### src/rtl/gpio_cfg_loader.sv
// gpio_cfg_loader: fetches NUM_PADS pad configuration words (highest index first)
// and shifts each one MSB first into the GPIO control-block serial chain, then
// pulses serial_load to latch the whole chain.
//
// Optional feature: define GPIO_CFG_TIMEOUT_EN to build a FETCH watchdog. When
// TIMEOUT cycles pass without cfg_valid, the sequence aborts: error is set, LOAD
// is skipped and done still pulses. Without the macro, FETCH waits forever and
// error is tied to 0.
//
// Ports:
//   clock, resetb          block clock, asynchronous active-low reset
//   start                  one-cycle request to load the whole chain (IDLE only)
//   busy, done, error      sequence in progress / end pulse / sticky abort flag
//   cfg_req, cfg_idx       word fetch request and index of the requested word
//   cfg_valid, cfg_word    fetch acknowledge and the word, valid in that cycle
//   serial_clock/_load/_resetn/_data   GPIO serial chain outputs
module gpio_cfg_loader #(
  parameter int unsigned NUM_PADS = 38,
  parameter int unsigned CFG_BITS = 13,
  parameter int unsigned CLK_DIV  = 2,   // serial_clock half-period, 1..255
  parameter int unsigned TIMEOUT  = 255,
  localparam int unsigned IdxW = (NUM_PADS > 1) ? $clog2(NUM_PADS) : 1
) (
  input  logic                clock,
  input  logic                resetb,
  input  logic                start,
  output logic                busy,
  output logic                done,
  output logic                error,
  output logic                cfg_req,
  output logic [IdxW-1:0]     cfg_idx,
  input  logic                cfg_valid,
  input  logic [CFG_BITS-1:0] cfg_word,
  output logic                serial_clock,
  output logic                serial_load,
  output logic                serial_resetn,
  output logic                serial_data
);

  localparam int unsigned     BitW    = $clog2(CFG_BITS + 1);
  localparam logic [BitW-1:0] LastBit = BitW'(CFG_BITS - 1);
  localparam logic [7:0]      DivLast = 8'(CLK_DIV - 1);
  localparam logic [IdxW-1:0] LastIdx = IdxW'(NUM_PADS - 1);

  typedef enum logic [2:0] {StIdle, StFetch, StShift, StLoad, StDone} state_e;

  state_e              state_q;
  logic [CFG_BITS-1:0] shift_q;
  logic [BitW-1:0]     bit_cnt_q;
  logic [7:0]          div_cnt_q;
  logic                load_half_q;  // LOAD is two divider periods long
  logic                div_wrap;

`ifdef GPIO_CFG_TIMEOUT_EN
  localparam int unsigned      WaitW    = $clog2(TIMEOUT + 1);
  localparam logic [WaitW-1:0] WaitLast = WaitW'(TIMEOUT - 1);

  logic [WaitW-1:0] wait_cnt_q;
  logic             error_q;

  assign error = error_q;
`else
  // TIMEOUT only matters when the watchdog is built in.
  logic unused_timeout;
  assign unused_timeout = ^TIMEOUT;
  assign error          = 1'b0;
`endif

  assign div_wrap    = (div_cnt_q == DivLast);
  // The data bit is the MSB of the shift register, so it is a flop output and
  // only moves on the falling serial_clock transition.
  assign serial_data = shift_q[CFG_BITS-1];

  always_ff @(posedge clock or negedge resetb) begin
    if (!resetb) begin
      state_q       <= StIdle;
      busy          <= 1'b0;
      done          <= 1'b0;
      cfg_req       <= 1'b0;
      cfg_idx       <= '0;
      serial_clock  <= 1'b0;
      serial_load   <= 1'b0;
      serial_resetn <= 1'b0;
      shift_q       <= '0;
      bit_cnt_q     <= '0;
      div_cnt_q     <= '0;
      load_half_q   <= 1'b0;
`ifdef GPIO_CFG_TIMEOUT_EN
      wait_cnt_q    <= '0;
      error_q       <= 1'b0;
`endif
    end else begin
      serial_resetn <= 1'b1;
      done          <= 1'b0;
      unique case (state_q)
        StIdle: begin
          if (start) begin
            state_q <= StFetch;
            busy    <= 1'b1;
            cfg_req <= 1'b1;
            cfg_idx <= LastIdx;
`ifdef GPIO_CFG_TIMEOUT_EN
            wait_cnt_q <= '0;
            error_q    <= 1'b0;
`endif
          end
        end

        StFetch: begin
          if (cfg_valid) begin
            state_q   <= StShift;
            cfg_req   <= 1'b0;
            shift_q   <= cfg_word;
            bit_cnt_q <= '0;
            div_cnt_q <= '0;
`ifdef GPIO_CFG_TIMEOUT_EN
            wait_cnt_q <= '0;
          end else if (wait_cnt_q == WaitLast) begin
            state_q <= StDone;
            cfg_req <= 1'b0;
            error_q <= 1'b1;
            done    <= 1'b1;
          end else begin
            wait_cnt_q <= wait_cnt_q + WaitW'(1);
`endif
          end
        end

        StShift: begin
          if (div_wrap) begin
            div_cnt_q <= '0;
            if (!serial_clock) begin
              serial_clock <= 1'b1;
            end else begin
              // End of a bit: clock falls, next bit (if any) is presented.
              serial_clock <= 1'b0;
              if (bit_cnt_q == LastBit) begin
                if (cfg_idx != '0) begin
                  cfg_idx <= cfg_idx - IdxW'(1);
                  state_q <= StFetch;
                  cfg_req <= 1'b1;
                end else begin
                  state_q     <= StLoad;
                  serial_load <= 1'b1;
                  load_half_q <= 1'b0;
                  shift_q     <= '0;
                end
              end else begin
                bit_cnt_q <= bit_cnt_q + BitW'(1);
                shift_q   <= shift_q << 1;
              end
            end
          end else begin
            div_cnt_q <= div_cnt_q + 8'd1;
          end
        end

        StLoad: begin
          if (div_wrap) begin
            div_cnt_q <= '0;
            if (load_half_q) begin
              serial_load <= 1'b0;
              state_q     <= StDone;
              done        <= 1'b1;
            end else begin
              load_half_q <= 1'b1;
            end
          end else begin
            div_cnt_q <= div_cnt_q + 8'd1;
          end
        end

        StDone: begin
          busy    <= 1'b0;
          state_q <= StIdle;
        end

        default: state_q <= StIdle;
      endcase
    end
  end

endmodule
### config.mk
export PLATFORM = sky130hd
export DESIGN_NAME = gpio_cfg_loader
export DESIGN_NICKNAME = d
export VERILOG_FILES = /design/src/rtl/gpio_cfg_loader.sv
export SDC_FILE = /design/constraint.sdc
export NUM_CORES = 1
export LEC_CHECK = 0
export CORE_MARGIN = 3
export CORE_UTILIZATION = 42
export DETAILED_ROUTE_END_ITERATION = 10
export PLACE_DENSITY_LB_ADDON = 0.3
export SLEW_MARGIN = 20
export SYNTH_ARGS = -nofsm -noshare
export SYNTH_HDL_FRONTEND = slang
export SYNTH_SLANG_ARGS = --single-unit
### constraint.sdc
create_clock -name clock -period 2.6 [get_ports clock]
set_input_delay 0.78 -clock clock [delete_from_list [all_inputs] [get_ports clock]]
set_output_delay 0.78 -clock clock [all_outputs]
set_load 0.02 [all_outputs]
## Word-level counts from Yosys, hierarchy flattened

Cells that the tools add are included.

- Register bits: 41
- Output and inout port bits: 14

- Reduce and logical (&&, ||, !) cells: 19
- Eq/ne operators: 17
- $add $sub $neg: 3
- Muxes and demuxes: 54

Operator list:

| cell | number |
|---|---|
| $mux W13 | 5 |
| $mux W6 | 5 |
| $pmux W13 S2 | 1 |
| $mux W1 | 21 |
| $mux W3 | 7 |
| $reduce_and A7 Y1 | 3 |
| $ne A2 B2 Y1 const B | 10 |
| $mux W4 | 4 |
| $mux W8 | 2 |
| $pmux W8 S2 | 1 |
| $pmux W3 S4 | 1 |
| $pmux W6 S2 | 1 |
| $reduce_and A6 Y1 | 2 |
| $reduce_and A5 Y1 | 2 |
| $reduce_bool A2 Y1 | 5 |
| $add A8 B1 Y8 const B | 1 |
| $eq A8 B1 Y1 const B | 1 |
| $pmux W4 S2 | 1 |
| $eq A3 B2 Y1 const B | 2 |
| $pmux W1 S2 | 3 |
| $reduce_and A2 Y1 | 3 |
| $reduce_bool A6 Y1 | 1 |
| $sub A6 B1 Y6 const B | 1 |
| $add A4 B1 Y4 const B | 1 |
| 9 further kinds | 9 |

## Longest topological paths before layout

- Depth after elaboration: 6
- Mapped depth: 9
- Mapped depth without buffers: 7

## Least setup slack after synthesis

No wires, ideal clock.

- Kind: register to register
- Start point: reg cfg_idx[0]
- End point: reg shift_q[1]
- Stages on the path, launching flop included: 9
- Arrival: 1.870 ns
- Clock period less this slack: 2.002 ns
- Buffers on the path: 1
- Slack: 0.598 ns
- Cells stage by stage: dfrtp_1 inv_1 ha_1 or3b_2 o31ai_4 a21oi_2 buf_2 nand2_1 o21ai_0

- Cells in the longest elaborated chain, start to end: 3

Ends and longest elaborated chain:

| item | line | text |
|---|---|---|
| from (decl) | 31 | `output logic [IdxW-1:0] cfg_idx,` |
| from (signal assigned) | 101 | `cfg_idx <= LastIdx;` |
| from (signal assigned) | 139 | `cfg_idx <= cfg_idx - IdxW'(1);` |
| $reduce_bool A6 Y1 | 138 | `if (cfg_idx != '0) begin` |
| $ne A3 B3 Y1 (no line) | -- |  |
| $reduce_and A5 Y1 (no line) | -- |  |
| to (signal assigned) | 113 | `shift_q <= cfg_word;` |
| to (signal assigned) | 150 | `shift_q <= shift_q << 1;` |
| to (decl) | 48 | `logic [CFG_BITS-1:0] shift_q;` |

Every way passes these cells.
A chain may end at the register's enable or synchronous reset.

## Worst setup path after layout

- Start point: reg cfg_idx[4]
- End point: out cfg_idx[4]

No word-level cell between the ends.

==> results.py <==
metrics = {
    "worst_setup_path": {
        "crit-reg2reg-launch": "cfg_idx[0]$_DFFE_PN0P_",
        "crit_type": "register to primary output",
        "cp_cell_sequence": "clkdlybuf4s50_1",
        "startpoint": "cfg_idx[4]$_DFFE_PN0P_",
        "critPathSlowestCell": "clkdlybuf4s50_1",
        "crit_fanout": 6,
        "critPathArrivalTime_ps": 1490,
        "critPathMaxStageDelay_ps": 670,
        "crit_family": "buffers and inverters",
        "cp_data_required_time_ps": 1820,
        "endpoint_kind": "primary output",
        "critPathBufInv": 1,
        "start_kind": "register",
    },
    "global_route": {
        "grt_overflow": 0,
        "grt_max_degree": 42,
        "grt_util_all_layers": 0.1643,
        "antenna_found_initial": 0,
        "grt_pass1_wl_um": 8024,
        "grt_pass1_vias": 1713,
    },
    "route": {
        "num_vias": 1783,
        "via_per_inst": 5.338,
        "drt_iter0_drc": 131,
        "detail-route-antenna-nets": 0,
        "dr.pass1.iters": 4,
        "routed_wl_um": 4647,
        "drc": 0,
        "wl_per_cell_um": 13.91,
    },
    "logic_synthesis": {
        "ys_ff_latch": 41,
        "synth-edff-count": 0,
        "ys_warn_count": 0,
        "postSynthAreaPerCell_um2": 9.207,
        "synth.area.top_cells": "dfrtp_1 47%, o21ai_0 6.4%, nand2_1 5.7%",
        "yosys.cell_types.count": 45,
        "synthFlopType": "dfrtp_1",
        "yosysTopAreaCell": "dfrtp_1",
        "async_flop_share": 1.000,
        "synth_seq_area_share": 0.4702,
        "netlist.area_leader.share": 0.4702,
        "syn_nets": 259,
        "netlist_area_mm2": 0.002182,
        "synthCells": 237,
    },
    "power": {
        "power.internal_uw": 1473,
        "switching_share": 0.4176,
        "p_clk_frac": 0.164,
        "vdd_ir_drop_max_uv": 530.0,
        "p_leak_uw": 0.001128,
        "seqPwrFrac": 0.406,
        "combPwrFrac": 0.430,
        "power.density_mw_per_mm2": 968.3,
        "p_sw_uw": 1056,
    },
    "placement": {
        "place_area_mm2": 0.002525,
        "io_buffers": 29,
        "gp_congestion": 0.8202,
        "dp_cells": 326,
        "dp_hpwl_um": 3185,
    },
    "clock_tree": {
        "cts_resized": 0,
        "post_cts_buffers": 0,
        "cts-buffers-inserted": 5,
        "tritoncts": "done",
        "cts_buffer_depth": 2,
        "cts.sinks": 41,
        "clk_pin_slew_worst_paths_ps": 80,
        "htree_levels": 2,
        "clockRootBuffer": "clkbuf_8",
        "hold_buffers": 0,
        "insertion_delay_ps": 300,
    },
    "timing": {
        "period_minus_slack_ps": 2271,
        "hold_violations": 0,
        "min_period_over_period": 0.8734,
        "clock_skew_ps": 7.997,
        "slew_headroom": 0.6439,
        "tightest_slew_ps": 534.1,
        "setup_violations": 0,
        "tns_ps": 0,
        "slew_violations": 0,
        "rsz0062_at_grt": "false",
        "clock.fmax_ghz": 0.4404,
    },
    "layout": {
        "drive_above_1_share": 0.1124,
        "post-route-util": 0.5351,
        "area_delta_synth_final_pct": 19.67,
        "fin_cells": 334,
        "final_area_mm2": 0.002611,
        "fin_nets": 288,
        "n_antenna_cell": 0,
    },
    "floorplanning": {
        "io_pins": 31,
        "rows": 25,
        "die_h_um": 78.08,
        "die-area_mm2": 0.006096,
        "initial_utilization": 0.4472,
        "core-area_mm2": 0.004880,
        "die_w_um": 78.08,
    },
    "hold_path": {
        "hold_path.class": "register to register",
        "hp-start": "shift_q[2]$_DFFE_PN0P_",
    },
    "run_status": {
        "status": "finished, final reports clean",
    },
    "flow_run": {
        "drv_cap": 0,
    },
}
[layer usage]
metal | global-route usage | vias to the layer above | share of wire
met3 | 0.02982 | 8 | 0.036
met1 | 0.2311 | 854 | 0.48
met4 | 0.07168 | 0 | 0.018
met2 | 0.2483 | 35 | 0.46
li1 | - | 886 | -
met5 | 0 | - | 0
[final timing paths]
check	cells after the start	slack, ps	endpoint
worst max-delay path	1	330	cfg_idx[4]
worst min-delay path	2	480	shift_q[2]$_DFFE_PN0P_
worst max register to register	7	490	shift_q[4]$_DFFE_PN0P_
worst min register to register	2	480	shift_q[2]$_DFFE_PN0P_
max in group asynchronous	2	1680	div_cnt_q[1]$_DFFE_PN0P_
min in group asynchronous	2	530	shift_q[4]$_DFFE_PN0P_
[Yosys cell counts, types with 4 or more instances]
cell type and n:
a21oi_1 22, inv_1 8, nor2_1 11, nand3_1 7, buf_2 6, a31oi_1 5
clkbuf_1 4, o21ai_0 28, and3_1 14, dfrtp_1 41, nor3_2 4, ha_1 5
nand2_1 33, nor3_1 5, nor2b_1 4
[power groups by stage]
| stage | registers [µW] | clock network, µW | logic, µW |
|---|---|---|---|
| floorplan | 993 | 0 | 813 |
| global placement | 1030 | 0 | 1060 |
| detailed placement | 1040 | 0 | 1090 |
| CTS | 1030 | 425 | 1090 |
| global route | 1060 | 452 | 1260 |
| finish | 1030 | 414 | 1090 |
[worst reg2reg max path, cell delays in order (launching register included)]
cell	delay (ps)
dfrtp_1	450
inv_1	80
ha_1	190
or3b_2	520
o31ai_4	290
a21oi_2	90
buf_4	210
o21ai_0	200
[sequential cells by signal, summed over array words and instances (netlist names), 3 cells and up]
signal,flops
bit_cnt_q,4
cfg_idx,6
div_cnt_q,8
shift_q,13
state_q,3
[cell type report]
cell class                      instances  area [µm²]
Fill cell                             476        2268
Sequential cell                        41        1026
Multi-Input combinational cell        176        1062
Timing Repair Buffer                   34       322.8
Inverter                                8       30.03
Clock buffer                            5       68.82
Clock inverter                          3       17.52
Tap cell                               67       83.83
[cell usage in the layout, fill, tap and decap left out, types with 2 or more instances in the layout]
cell | Yosys | routed
a21oi_1 | 22 | 22
nand4_1 | 2 | 2
clkbuf_8 | 0 | 5
nand2b_1 | 2 | 2
dfrtp_1 | 41 | 41
nand2_1 | 33 | 33
clkdlybuf4s50_1 | 0 | 28
a211oi_1 | 2 | 2
ha_1 | 5 | 5
nor3_1 | 5 | 5
nor3_2 | 4 | 4
and3_1 | 14 | 14
and4_1 | 3 | 3
or3_1 | 3 | 3
nand3_1 | 7 | 7
nor2_1 | 11 | 11
and3_2 | 2 | 2
nor2b_1 | 4 | 4
clkinv_2 | 0 | 2
o21ai_0 | 28 | 28
conb_1 | 2 | 2
inv_1 | 8 | 8
xor2_1 | 2 | 2
a31oi_1 | 5 | 5
buf_4 | 1 | 5
[per-stage QoR]
step	power, µW	hold slack, ps	setup WS [ps]
2_1_floorplan	1805	440.8	598.4
3_3_place_gp	2094	452.9	390.2
3_5_place_dp	2129	463.6	358.7
4_1_cts	2546	483.4	333.5
5_1_grt	2769	501.2	281.4
6_report	2528	479.5	329.3
[logic make-up (layout without fill, tap and decap cells)]
group | count (synthesis) | count (layout) | share of synthesized area
and+or+nand+nor | 99 | 99 | 0.2626
AOI/OAI and AO/OA | 66 | 66 | 0.1749
DFF | 41 | 41 | 0.4702
buffers and inverters | 20 | 50 | 0.04300
adders and majority gates | 5 | 5 | 0.02867
xor gates and xnor gates | 3 | 3 | 0.01204
other | 2 | 2 | 0.003442
muxes | 1 | 1 | 0.005160
Note: power is estimated with default switching activity, not from simulation.
